File: src/rtl/axi_lite_ic_pkg.sv
// ---------------------------------------------------------------------------
// axi_lite_ic_pkg
// Shared definitions for the AXI-Lite interconnect:
//   - BRESP encodings (OKAY, EXOKAY, SLVERR, DECERR)
//   - B-return FSM state type (IDLE, HOLD)
//   - one-hot check and one-hot-to-index helpers (vectors up to MAX_MASTERS)
// ---------------------------------------------------------------------------
package axi_lite_ic_pkg;

    localparam logic [1:0] OKAY   = 2'b00;
    localparam logic [1:0] EXOKAY = 2'b01;
    localparam logic [1:0] SLVERR = 2'b10;
    localparam logic [1:0] DECERR = 2'b11;

    // Helpers take vectors zero-extended to this width.
    localparam int MAX_MASTERS = 32;
    localparam int MAX_IDX_W   = 5;

    typedef enum logic [0:0] {
        IDLE = 1'b0,
        HOLD = 1'b1
    } b_state_e;

    // True when exactly one bit of vec is set.
    function automatic logic is_onehot(input logic [MAX_MASTERS-1:0] vec);
        logic seen;
        logic multi;
        seen  = 1'b0;
        multi = 1'b0;
        for (int i = 0; i < MAX_MASTERS; i++) begin
            multi = multi | (seen & vec[i]);
            seen  = seen | vec[i];
        end
        return seen & ~multi;
    endfunction

    // Index of the set bit; OR-reduction keeps it a pure mux-free encoder.
    function automatic logic [MAX_IDX_W-1:0] onehot_to_idx(input logic [MAX_MASTERS-1:0] vec);
        logic [MAX_IDX_W-1:0] idx;
        idx = {MAX_IDX_W{1'b0}};
        for (int i = 0; i < MAX_MASTERS; i++) begin
            idx = idx | (vec[i] ? MAX_IDX_W'(i) : {MAX_IDX_W{1'b0}});
        end
        return idx;
    endfunction

endpackage

File: src/rtl/axi_lite_b_resp_router_if.sv
// ---------------------------------------------------------------------------
// axi_lite_b_resp_router_if
// Bundles the AW bookkeeping, slave-side B channel and per-master B channels
// of one B-response router.
//   master modport : environment side (drives grant/aw_hs, slave B, master bready)
//   slave modport  : router side
// ---------------------------------------------------------------------------
interface axi_lite_b_resp_router_if #(
    parameter int NUM_MASTERS = 4,
    parameter int DEPTH       = 4
);
    localparam int CNT_W = $clog2(DEPTH + 1);

    logic [NUM_MASTERS-1:0]   grant_id_i;
    logic                     aw_hs_i;
    logic                     full_o;
    logic                     empty_o;
    logic [CNT_W-1:0]         outstanding_o;
    logic                     s_bvalid_i;
    logic [1:0]               s_bresp_i;
    logic                     s_bready_o;
    logic [NUM_MASTERS-1:0]   m_bvalid_o;
    logic [2*NUM_MASTERS-1:0] m_bresp_o;
    logic [NUM_MASTERS-1:0]   m_bready_i;
    logic                     err_o;

    modport master (
        output grant_id_i, aw_hs_i, s_bvalid_i, s_bresp_i, m_bready_i,
        input  full_o, empty_o, outstanding_o, s_bready_o, m_bvalid_o, m_bresp_o, err_o
    );

    modport slave (
        input  grant_id_i, aw_hs_i, s_bvalid_i, s_bresp_i, m_bready_i,
        output full_o, empty_o, outstanding_o, s_bready_o, m_bvalid_o, m_bresp_o, err_o
    );
endinterface

File: src/rtl/id_fifo.sv
// ---------------------------------------------------------------------------
// id_fifo
// Synchronous in-order FIFO holding one-hot master IDs of outstanding writes.
//   push/wdata : enqueue (ignored when full)
//   pop        : dequeue (ignored when empty)
//   head       : entry at the read pointer
//   full/empty/count : registered occupancy status
// DEPTH must be a power of two so the pointers wrap naturally.
// ---------------------------------------------------------------------------
module id_fifo #(
    parameter int WIDTH = 4,
    parameter int DEPTH = 4
) (
    input  logic                         clk_i,
    input  logic                         resetn_i,
    input  logic                         push,
    input  logic                         pop,
    input  logic [WIDTH-1:0]             wdata,
    output logic [WIDTH-1:0]             head,
    output logic                         full,
    output logic                         empty,
    output logic [$clog2(DEPTH+1)-1:0]   count
);
    localparam int PTR_W = $clog2(DEPTH);
    localparam int CNT_W = $clog2(DEPTH + 1);

    logic [WIDTH-1:0] mem_r [DEPTH];
    logic [PTR_W-1:0] wr_ptr_r;
    logic [PTR_W-1:0] rd_ptr_r;
    logic [CNT_W-1:0] count_r;
    logic             full_r;
    logic             empty_r;

    logic             push_ok_s;
    logic             pop_ok_s;
    logic [CNT_W-1:0] count_nxt_s;

    assign push_ok_s = push & ~full_r;
    assign pop_ok_s  = pop & ~empty_r;

    // Next occupancy; a simultaneous push and pop leaves it unchanged.
    always_comb begin
        count_nxt_s = count_r;
        case ({push_ok_s, pop_ok_s})
            2'b10:   count_nxt_s = count_r + CNT_W'(1);
            2'b01:   count_nxt_s = count_r - CNT_W'(1);
            default: count_nxt_s = count_r;
        endcase
    end

    // Storage, pointers and registered status flags.
    always_ff @(posedge clk_i or negedge resetn_i) begin
        if (!resetn_i) begin
            for (int i = 0; i < DEPTH; i++) begin
                mem_r[i] <= {WIDTH{1'b0}};
            end
            wr_ptr_r <= {PTR_W{1'b0}};
            rd_ptr_r <= {PTR_W{1'b0}};
            count_r  <= {CNT_W{1'b0}};
            full_r   <= 1'b0;
            empty_r  <= 1'b1;
        end else begin
            if (push_ok_s) begin
                mem_r[wr_ptr_r] <= wdata;
                wr_ptr_r        <= wr_ptr_r + PTR_W'(1);
            end
            if (pop_ok_s) begin
                rd_ptr_r <= rd_ptr_r + PTR_W'(1);
            end
            count_r <= count_nxt_s;
            full_r  <= (count_nxt_s == CNT_W'(DEPTH));
            empty_r <= (count_nxt_s == {CNT_W{1'b0}});
        end
    end

    assign head  = mem_r[rd_ptr_r];
    assign full  = full_r;
    assign empty = empty_r;
    assign count = count_r;

endmodule

File: src/rtl/axi_lite_b_resp_router.sv
// ---------------------------------------------------------------------------
// axi_lite_b_resp_router
// Per-slave write-response return path. Records the granted master ID on every
// AW handshake and steers each slave B response back to the master at the
// head of the ID FIFO, strictly in AW order.
//   clk_i, resetn_i : clock, asynchronous active-low reset
//   bus (slave)     : grant_id_i/aw_hs_i push side, full/empty/outstanding
//                     status, slave B channel, per-master B channels, err_o
// ---------------------------------------------------------------------------
module axi_lite_b_resp_router
    import axi_lite_ic_pkg::*;
#(
    parameter int NUM_MASTERS = 4,
    parameter int DEPTH       = 4
) (
    input  logic                    clk_i,
    input  logic                    resetn_i,
    axi_lite_b_resp_router_if.slave bus
);
    localparam int CNT_W = $clog2(DEPTH + 1);
    localparam int IDX_W = (NUM_MASTERS > 1) ? $clog2(NUM_MASTERS) : 1;

    localparam logic [0:0] ST_IDLE = IDLE;
    localparam logic [0:0] ST_HOLD = HOLD;

    logic [MAX_MASTERS-1:0]   grant_ext_s;
    logic [MAX_MASTERS-1:0]   head_ext_s;
    logic                     grant_ok_s;
    logic                     push_s;
    logic                     pop_s;
    logic                     fifo_full_s;
    logic                     fifo_empty_s;
    logic [NUM_MASTERS-1:0]   head_s;
    logic [IDX_W-1:0]         head_idx_s;
    logic [CNT_W-1:0]         count_s;
    logic                     s_bready_s;
    logic                     s_hs_s;
    logic                     bad_push_s;
    logic                     bad_resp_s;

    logic [0:0]               state_r;
    logic [0:0]               state_nxt_s;
    logic [NUM_MASTERS-1:0]   m_bvalid_r;
    logic [NUM_MASTERS-1:0]   m_bvalid_nxt_s;
    logic [2*NUM_MASTERS-1:0] m_bresp_r;
    logic [2*NUM_MASTERS-1:0] m_bresp_nxt_s;
    logic                     err_r;

    assign grant_ext_s = MAX_MASTERS'(bus.grant_id_i);
    assign head_ext_s  = MAX_MASTERS'(head_s);
    assign grant_ok_s  = is_onehot(grant_ext_s);
    assign head_idx_s  = IDX_W'(onehot_to_idx(head_ext_s));

    // A push while full is dropped even if a pop frees a slot this cycle.
    assign push_s     = bus.aw_hs_i & grant_ok_s & ~fifo_full_s;
    assign bad_push_s = bus.aw_hs_i & (~grant_ok_s | fifo_full_s);
    assign bad_resp_s = bus.s_bvalid_i & fifo_empty_s;

    // Only the head master's BREADY can complete the held response.
    assign pop_s      = (state_r == ST_HOLD) & bus.m_bready_i[head_idx_s];
    assign s_bready_s = (state_r == ST_IDLE) & ~fifo_empty_s;
    assign s_hs_s     = bus.s_bvalid_i & s_bready_s;

    id_fifo #(
        .WIDTH (NUM_MASTERS),
        .DEPTH (DEPTH)
    ) u_id_fifo (
        .clk_i    (clk_i),
        .resetn_i (resetn_i),
        .push     (push_s),
        .pop      (pop_s),
        .wdata    (bus.grant_id_i),
        .head     (head_s),
        .full     (fifo_full_s),
        .empty    (fifo_empty_s),
        .count    (count_s)
    );

    // FSM next state plus the response register and lane steering.
    always_comb begin
        state_nxt_s    = state_r;
        m_bvalid_nxt_s = m_bvalid_r;
        m_bresp_nxt_s  = m_bresp_r;
        case (state_r)
            ST_IDLE: begin
                if (s_hs_s) begin
                    state_nxt_s    = ST_HOLD;
                    m_bvalid_nxt_s = head_s;
                    for (int k = 0; k < NUM_MASTERS; k++) begin
                        m_bresp_nxt_s[2*k +: 2] = head_s[k] ? bus.s_bresp_i : 2'b00;
                    end
                end else begin
                    state_nxt_s = ST_IDLE;
                end
            end
            ST_HOLD: begin
                if (pop_s) begin
                    state_nxt_s    = ST_IDLE;
                    m_bvalid_nxt_s = {NUM_MASTERS{1'b0}};
                    m_bresp_nxt_s  = {(2*NUM_MASTERS){1'b0}};
                end else begin
                    state_nxt_s = ST_HOLD;
                end
            end
            default: begin
                state_nxt_s    = ST_IDLE;
                m_bvalid_nxt_s = {NUM_MASTERS{1'b0}};
                m_bresp_nxt_s  = {(2*NUM_MASTERS){1'b0}};
            end
        endcase
    end

    // State, held response and sticky error flag.
    always_ff @(posedge clk_i or negedge resetn_i) begin
        if (!resetn_i) begin
            state_r    <= ST_IDLE;
            m_bvalid_r <= {NUM_MASTERS{1'b0}};
            m_bresp_r  <= {(2*NUM_MASTERS){1'b0}};
            err_r      <= 1'b0;
        end else begin
            state_r    <= state_nxt_s;
            m_bvalid_r <= m_bvalid_nxt_s;
            m_bresp_r  <= m_bresp_nxt_s;
            err_r      <= err_r | bad_push_s | bad_resp_s;
        end
    end

    assign bus.full_o        = fifo_full_s;
    assign bus.empty_o       = fifo_empty_s;
    assign bus.outstanding_o = count_s;
    assign bus.s_bready_o    = s_bready_s;
    assign bus.m_bvalid_o    = m_bvalid_r;
    assign bus.m_bresp_o     = m_bresp_r;
    assign bus.err_o         = err_r;

endmodule

File: src/flat_wrapper.sv
// flat-port wrapper written by rule: the top's interface ports become plain ports
module axi_lite_b_resp_router_flat import axi_lite_ic_pkg::*;
#(
    parameter int NUM_MASTERS = 4,
    parameter int DEPTH       = 4
)
  (clk_i, resetn_i, bus_grant_id_i, bus_aw_hs_i, bus_s_bvalid_i, bus_s_bresp_i, bus_m_bready_i, bus_full_o, bus_empty_o, bus_outstanding_o, bus_s_bready_o, bus_m_bvalid_o, bus_m_bresp_o, bus_err_o);
  axi_lite_b_resp_router_if #(.NUM_MASTERS(NUM_MASTERS), .DEPTH(DEPTH)) bus_i ();
  input  logic clk_i;
  input  logic resetn_i;
  input wire logic [$bits(bus_i.grant_id_i)-1:0] bus_grant_id_i;
  input wire logic [$bits(bus_i.aw_hs_i)-1:0] bus_aw_hs_i;
  input wire logic [$bits(bus_i.s_bvalid_i)-1:0] bus_s_bvalid_i;
  input wire logic [$bits(bus_i.s_bresp_i)-1:0] bus_s_bresp_i;
  input wire logic [$bits(bus_i.m_bready_i)-1:0] bus_m_bready_i;
  output wire logic [$bits(bus_i.full_o)-1:0] bus_full_o;
  output wire logic [$bits(bus_i.empty_o)-1:0] bus_empty_o;
  output wire logic [$bits(bus_i.outstanding_o)-1:0] bus_outstanding_o;
  output wire logic [$bits(bus_i.s_bready_o)-1:0] bus_s_bready_o;
  output wire logic [$bits(bus_i.m_bvalid_o)-1:0] bus_m_bvalid_o;
  output wire logic [$bits(bus_i.m_bresp_o)-1:0] bus_m_bresp_o;
  output wire logic [$bits(bus_i.err_o)-1:0] bus_err_o;
  assign bus_i.grant_id_i = bus_grant_id_i;
  assign bus_i.aw_hs_i = bus_aw_hs_i;
  assign bus_i.s_bvalid_i = bus_s_bvalid_i;
  assign bus_i.s_bresp_i = bus_s_bresp_i;
  assign bus_i.m_bready_i = bus_m_bready_i;
  assign bus_full_o = bus_i.full_o;
  assign bus_empty_o = bus_i.empty_o;
  assign bus_outstanding_o = bus_i.outstanding_o;
  assign bus_s_bready_o = bus_i.s_bready_o;
  assign bus_m_bvalid_o = bus_i.m_bvalid_o;
  assign bus_m_bresp_o = bus_i.m_bresp_o;
  assign bus_err_o = bus_i.err_o;
  axi_lite_b_resp_router #(.NUM_MASTERS(NUM_MASTERS), .DEPTH(DEPTH)) u_core (.clk_i(clk_i), .resetn_i(resetn_i), .bus(bus_i));
endmodule
File: config.mk
export PLATFORM = sky130hd
export DESIGN_NAME = axi_lite_b_resp_router_flat
export DESIGN_NICKNAME = d
export VERILOG_FILES = /design/src/rtl/axi_lite_ic_pkg.sv /design/src/rtl/axi_lite_b_resp_router_if.sv /design/src/rtl/id_fifo.sv /design/src/rtl/axi_lite_b_resp_router.sv /design/src/flat_wrapper.sv
export SDC_FILE = /design/constraint.sdc
export NUM_CORES = 1
export LEC_CHECK = 0
export CAP_MARGIN = 20
export CORE_ASPECT_RATIO = 0.8
export CORE_MARGIN = 5
export CORE_UTILIZATION = 24
export DETAILED_ROUTE_END_ITERATION = 10
export DONT_BUFFER_PORTS = 1
export GPL_ROUTABILITY_DRIVEN = 0
export MAX_ROUTING_LAYER = met4
export PLACE_DENSITY = 0.44
export SLEW_MARGIN = 20
export SYNTH_ARGS = -nofsm -noshare
export SYNTH_HDL_FRONTEND = slang
export SYNTH_HIERARCHICAL = 1
export SYNTH_SLANG_ARGS = --single-unit
export TNS_END_PERCENT = 50
File: constraint.sdc
create_clock -name clk_i -period 3.39 [get_ports clk_i]
set_input_delay 1.017 -clock clk_i [delete_from_list [all_inputs] [get_ports clk_i]]
set_output_delay 1.017 -clock clk_i [all_outputs]
set_load 0.005 [all_outputs]
**Yosys cells after proc, flatten, opt, wreduce, memory -nomap -nowiden**

Cells that the tools add are included.

- Register bits: 39
- Input bits: 14
- Output and inout port bits: 19
- Logic and storage cells: 84

- $add $sub $neg: 4
- Magnitude comparators: 4
- Equal/unequal tests: 5
- Muxes and demuxes: 25
- Bitwise gates (word level): 30
- Reduce and logical (&&, ||, !) cells: 3

Operators with widths:

| operator | number |
|---|---|
| two-way mux 4 bit | 5 |
| bitwise mux 16 bit | 1 |
| two-way mux 8 bit | 2 |
| case mux 8 bit (2 select lines) | 1 |
| AND 1 bit | 13 |
| two-way mux 2 bit | 6 |
| binary-select mux 4 bit (select 2 bit) | 1 |
| demux 4 bit (select 2 bit) | 1 |
| OR 1 bit | 8 |
| case mux 4 bit (2 select lines) | 1 |
| >= comparator 3 bit (second input constant) | 2 |
| inverter 2 -> 3 bit | 2 |
| case mux 3 bit (2 select lines) | 1 |
| inverter 1 bit | 5 |
| adder 2 x 1 -> 2 bit (second input constant) | 2 |
| two-way mux 1 bit | 4 |
| adder 3 x 1 -> 3 bit (second input constant) | 1 |
| == test 3 bit (second input constant) | 1 |
| zero test 3 bit | 1 |
| < comparator 2 x 3 -> 1 bit (second input constant) | 1 |
| < comparator 3 x 1 -> 1 bit (second input constant) | 1 |
| subtractor 3 x 1 -> 3 bit (second input constant) | 1 |
| binary-select mux 1 bit (select 2 bit) | 1 |
| == test 2 x 1 -> 1 bit (second input constant) | 1 |
| 8 further kinds | 8 |

**Logic depth before layout (Yosys ltp)**

- Depth in word-level cells: 14
- Gate-level depth with buffers: 12
- Mapped depth without buffers: 10

**Modules after synthesis**

The synthesis kept the hierarchy.

Modules (own cells, without submodules):

| module | times used | cells an instance | area each (um^2) | seq. area each (um^2) |
|---|---|---|---|---|
| id_fifo | 1 | 82 | 1288.7 | 626.9 |
| axi_lite_b_resp_router | 1 | 86 | 888.4 | 350.3 |

**Least setup slack after synthesis**

OpenSTA, ideal clock, no wires.

- Path type: in2reg
- From: in bus_grant_id_i[1]
- To: reg u_core.u_id_fifo.count_r[2] (netlist: u_core/u_id_fifo/count[2])
- Library setup time: 124 ps
- Arrival: 3241 ps
- Required time: 3266 ps
- Slack: 25 ps
- Stages: 10
- Path buffers: 1
- Cells stage by stage: or4_1 -> a21oi_1 -> nor2b_4 -> buf_12 -> inv_1 -> ha_1 -> fa_1 -> xnor2_2 -> o21a_1 -> or2_1

- Word-level cells in the longest chain between the ends: 11
- Elaborated cells on any way between the ends: 16
- Classes of those cells: eq/ne (2); mux (1); bitwise (13)

Ends and longest elaborated chain:

| what | RTL line | source |
|---|---|---|
| start, declared | flat_wrapper.sv:11 | `input wire logic [$bits(bus_i.grant_id_i)-1:0] bus_grant_id_i;` |
| OR 1 bit | axi_lite_ic_pkg.sv:32 | `seen = seen \| vec[i];` |
| AND 1 bit / OR 1 bit (equally long branches) | axi_lite_ic_pkg.sv:31, axi_lite_ic_pkg.sv:32 |  |
| OR 1 bit / AND 1 bit (equally long branches) | axi_lite_ic_pkg.sv:31 | `multi = multi \| (seen & vec[i]);` |
| OR 1 bit | axi_lite_ic_pkg.sv:31 |  |
| inverter 1 bit | axi_lite_ic_pkg.sv:34 | `return seen & ~multi;` |
| AND 1 bit (*) | axi_lite_ic_pkg.sv:34 |  |
| AND 1 bit (*) (2 in series) | axi_lite_b_resp_router.sv:55 | `assign push_s = bus.aw_hs_i & grant_ok_s & ~fifo_full_s;` |
| net u_core.push_s | axi_lite_b_resp_router.sv:29 | `logic push_s;` |
| AND 1 bit (*) | id_fifo.sv:38 | `assign push_ok_s = push & ~full_r;` |
| == test 2 x 1 -> 1 bit / == test 2 bit (equally long branches) | id_fifo.sv:44 | `case ({push_ok_s, pop_ok_s})` |
| case mux 3 bit (2 select lines) (*) | id_fifo.sv:44 |  |
| net u_core.u_id_fifo.count_nxt_s[2] | id_fifo.sv:36 | `logic [CNT_W-1:0] count_nxt_s;` |
| end signal, assigned | id_fifo.sv:59 | `count_r <= {CNT_W{1'b0}};` |
| end signal, assigned | id_fifo.sv:70 | `count_r <= count_nxt_s;` |
| end, declared | id_fifo.sv:30 | `logic [CNT_W-1:0] count_r;` |

The timed path passes the listed nets; every way through them passes the cells marked *.
A chain may end at the register's enable or synchronous reset.

**Final worst setup path**

- From: reg u_core.u_id_fifo.rd_ptr_r[0]
- To: reg u_core.u_id_fifo.count_r[2] (netlist: u_core/u_id_fifo/count[2])

- Word-level cells in the longest chain between the ends: 13
- Elaborated cells on any way between the ends: 16
- Classes of those cells: eq/ne (2); mux (9); bitwise (5)

Ends and longest elaborated chain:

| what | RTL line | source |
|---|---|---|
| start, declared | id_fifo.sv:29 | `logic [PTR_W-1:0] rd_ptr_r;` |
| start signal, assigned | id_fifo.sv:58 | `rd_ptr_r <= {PTR_W{1'b0}};` |
| start signal, assigned | id_fifo.sv:68 | `rd_ptr_r <= rd_ptr_r + PTR_W'(1);` |
| inverter 2 -> 3 bit (not written as such) (*) | id_fifo.sv:76 | `assign head = mem_r[rd_ptr_r];` |
| binary-select mux 4 bit (select 2 bit) (*) | id_fifo.sv:76 |  |
| two-way mux 4 bit (not written as such) (*) (2 in series) | id_fifo.sv:76 |  |
| net u_core.head_s[1] | axi_lite_b_resp_router.sv:33 | `logic [NUM_MASTERS-1:0] head_s;` |
| two-way mux 1 bit (*) | axi_lite_ic_pkg.sv:42 | `idx = idx \| (vec[i] ? MAX_IDX_W'(i) : {MAX_IDX_W{1'b0}});` |
| OR 1 x 2 -> 2 bit (*) | axi_lite_ic_pkg.sv:42 |  |
| OR 2 bit (*) | axi_lite_ic_pkg.sv:42 |  |
| binary-select mux 1 bit (select 2 bit) (*) | axi_lite_b_resp_router.sv:60 | `assign pop_s = (state_r == ST_HOLD) & bus.m_bready_i[head_idx_s];` |
| two-way mux 1 bit (not written as such) (*) | axi_lite_b_resp_router.sv:60 |  |
| AND 1 bit (*) | axi_lite_b_resp_router.sv:60 |  |
| net u_core.pop_s | axi_lite_b_resp_router.sv:30 | `logic pop_s;` |
| AND 1 bit (*) | id_fifo.sv:39 | `assign pop_ok_s = pop & ~empty_r;` |
| == test 2 x 1 -> 1 bit / == test 2 bit (equally long branches) | id_fifo.sv:44 |  |
| case mux 3 bit (2 select lines) (*) | id_fifo.sv:44 |  |
| net u_core.u_id_fifo.count_nxt_s[2] | id_fifo.sv:36 |  |

The timed path passes the listed nets; every way through them passes the cells marked *. The select of a mux whose other input is x is not followed.

==> metrics <==
Detail Route Antenna Nets=0; total routing usage reported by global routing=a little under a tenth; die width=116 µm; fmax=318 MHz; Comb power frac=45.6%; chip height=95.2 µm; area of the die=between 10000 and 15000 µm²; Clock Power Share=20.1%; Pwr per Cell Area=~1000 nW/µm²; Internal=1.55 mW; Cell Area, Synth=about 2200 µm²; post-synth cell types=43; number of global-route vias before repair=between 1000 and 1500; CTS H-tree lvls=2; Site Rows=31; clk_lat worst skew=between 0.2 and 0.3 ns; most common cell after layout, fill and taps aside=dfrtp_1; vias per inst=~4.6; WL final=around 4800 µm; global route overflow=0; final worst-path cycle share=92.8%; Max Cap Viol=0; largest cells by area after synthesis=dfrtp_1 44%, mux2_4 11%, o32ai_1 4.8%; fin nets=191; crit path DAT=3.31 ns; crit start category=flip-flop; Synth Warn #=6; switching share of power=roughly 36%; post-synthesis sequential area ratio=between 40% and 50%; TNS Setup=0 ns; Slew Limit Headroom=about three fifths; worst hold path type=input pin to asynchronous set/reset pin; CP dominant cell by count=o21a_1; dominant cell type by area after synthesis=dfrtp_1; area fraction of the dominant cell type after synthesis=43.7%; drc violations=0; worst vdd ir=~320 µV; Worst Skew=around 0.0052 ns; CTS tree=built; Hold-fix buffers, CTS=0; largest net degree at the start of global routing=40; CTS resizes=0; Layout area overhead=11.3%; first-pass GRT wire length=~7700 µm; CP max stage delay=between 0.6 and 0.7 ns; Port Buffers=0; CP top delay family=multiplexers; RSZ-0062 raised after global routing=no; Buf+Inv Stages, Crit Path=0; Crit-path slowest cell=mux4_2; Crit Path Max Fanout=6; initial antenna violation count=0; CTS Sinks=39; IO Count=33; DRT iter0 DRCs=between 90 and 100; layout cells sized above 1=27.9%; Syn Inst Count=between 150 and 200; status=completed; Slew Viols, Final=0; DR vias=1312; Worst Max-Slew Pin Slew=between 0.6 and 0.7 ns; drt wl/cell=16.7 µm; CP Cell Sequence=mux4_2 > mux2i_1 > o31ai_4 > o21a_1 > nor2b_1 > ha_1 > fa_1 > xnor2_2 > o21a_1 > or2_1; crit path kind=flip-flop to flip-flop; most frequent cells in the layout=38 x dfrtp_1, 16 x mux2_4, 15 x nand2_1, 12 x o32ai_1, 10 x a21oi_1; CTS max path bufs=2; Initial Util=between 20% and 30%; Avg Cell Area, Syn=between 10 and 15 µm²; number of buffers created by CTS=5; core box area=~9000 µm²; CTS root buf=clkbuf_16; Seq cells post-synth=39; DP HPWL=~3400 µm; Post-Synthesis Net Count=~190; n_diodes=0; Min Clock Period, post-route=about 3.1 ns; Final Setup Violations=0; CP Data Required Time=approximately 3.6 ns; Final Hold Vio Count=0; clock slew at reported path FFs=around 0.06 ns; part of the power in registers=34.3%; static leakage=1.09 nW; Hold WS=~0.43 ns; critical path capture point type=flip-flop; Psw=roughly 890 µW; First-pass DRT Iterations=4
-- repair_timing --
action / in CTS / in global routing
hold endpoints to repair: 0 / 0
endpoints found under the setup margin: 0 / 1
buffers inserted: 0 / 1
-- power groups by stage --
| stage | clock [mW] | combinational (mW) | sequential, mW |
|---|---|---|---|
| 2_1_floorplan | 0 | 0.967 | 0.774 |
| 3_3_place_gp | 0 | 1.09 | 0.848 |
| 3_5_place_dp | 0 | 1.09 | 0.848 |
| 4_1_cts | 0.507 | 1.10 | 0.841 |
| 5_1_grt | 0.525 | 1.22 | 0.870 |
| 6_report | 0.489 | 1.11 | 0.836 |
-- metrics by stage --
step | cell area (µm²) | util, % | cells | setup WS, ns | power, mW
6_report | 2420 | 27.0 | 287 | 0.244 | 2.43
5_1_grt | 2420 | 27.0 | 287 | 0.0135 | 2.62
4_1_cts | 2420 | 27.0 | 286 | 0.221 | 2.45
3_5_place_dp | 2260 | 25.2 | 278 | 0.0964 | 1.94
3_3_place_gp | 2260 | 25.2 | 278 | 0.113 | 1.94
2_1_floorplan | 2180 | - | 168 | 0.0247 | 1.74
-- synth_stat cells, drive strengths merged --
cell type / n
o21ai: 2
o32ai: 12
mux4: 4
nand4bb: 1
nor3: 2
mux2: 17
dfrtp: 38
xor2: 2
ha: 5
nand2b: 2
or2: 1
nand3: 2
nor2b: 2
xnor2: 5
inv: 4
fa: 1
nor2: 2
o31ai: 1
o22ai: 1
and4b: 8
o211ai: 1
a31o: 2
clkbuf: 3
nand2: 20
nor3b: 1
or4: 1
o21a: 2
a221o: 1
dfstp: 1
dlymetal6s2s: 1
a21oi: 10
buf: 7
nor4bb: 1
mux2i: 5
-- per-layer routing --
metal / up-vias / share of wire, % / track usage (%)
met5: - / 0 / -
met4: 0 / 0.98 / 3.19
met3: 4 / 6.4 / 3.43
met2: 21 / 45 / 13.2
met1: 657 / 48 / 12.4
li1: 630 / - / -
-- state kept, by name, summed over array words and instances, names as in the netlist --
name / flops
u_core/u_id_fifo/mem_r: 16
u_core/bus.err_o: 1
u_core/u_id_fifo/full: 1
u_core/u_id_fifo/count: 3
u_core/u_id_fifo/rd_ptr_r: 2
u_core/state_r: 1
u_core/u_id_fifo/wr_ptr_r: 2
u_core/u_id_fifo/empty: 1
u_core/bus.m_bvalid_o: 4
u_core/bus.m_bresp_o: 8
-- cells by family (layout without fill, tap and decap cells) --
logic type | count (synthesis) | after routing | synth area share, %
and+or+nand+nor | 43 | 43 | 13.4
DFF | 39 | 39 | 44.9
AOI/OAI and AO/OA | 32 | 32 | 11.1
muxes | 26 | 26 | 18.0
buffers and inverters | 15 | 19 | 5.57
xor gates and xnor gates | 7 | 7 | 3.16
adders and majority gates | 6 | 6 | 3.79
-- worst paths after layout --
| path | slack [ns] | cells past startpoint | from | to |
|---|---|---|---|---|
| worst max-delay path | 0.24 | 10 | u_core/u_id_fifo/rd_ptr_r[0]$_DFFE_PN0P_ | u_core/u_id_fifo/count[2]$_DFF_PN0_ |
| worst min-delay path | 0.43 | 0 | resetn_i | u_core/bus.m_bvalid_o[2]$_DFFE_PN0P_ |
| worst max register to register | 0.24 | 10 | u_core/u_id_fifo/rd_ptr_r[0]$_DFFE_PN0P_ | u_core/u_id_fifo/count[2]$_DFF_PN0_ |
| worst min register to register | 0.51 | 1 | u_core/u_id_fifo/mem_r[8]$_DFFE_PN0P_ | u_core/u_id_fifo/mem_r[8]$_DFFE_PN0P_ |
| max in group asynchronous | 2.78 | 0 | resetn_i | u_core/u_id_fifo/empty$_DFF_PN1_ |
| min in group clk_i | 0.51 | 1 | u_core/u_id_fifo/mem_r[8]$_DFFE_PN0P_ | u_core/u_id_fifo/mem_r[8]$_DFFE_PN0P_ |
-- cell type report --
| class | instances | area, µm² |
|---|---|---|
| fillers | 914 | 6540 |
| multi-input cells | 114 | 1080 |
| clock buffers | 8 | 156 |
| inverters | 4 | 15.0 |
| well taps | 115 | 144 |
| flip-flops and latches | 39 | 977 |
| repair buffers | 7 | 52.6 |
-- worst register-to-register path: stages (launching register included) --
cell,delay [ns]
dfrtp_1,0.43
mux4_2,0.62
mux2i_1,0.33
o31ai_4,0.09
o21a_1,0.17
nor2b_1,0.15
ha_1,0.24
fa_1,0.42
xnor2_2,0.18
o21a_1,0.18
or2_1,0.22
No activity file was read; power rests on OpenSTA's default activity.
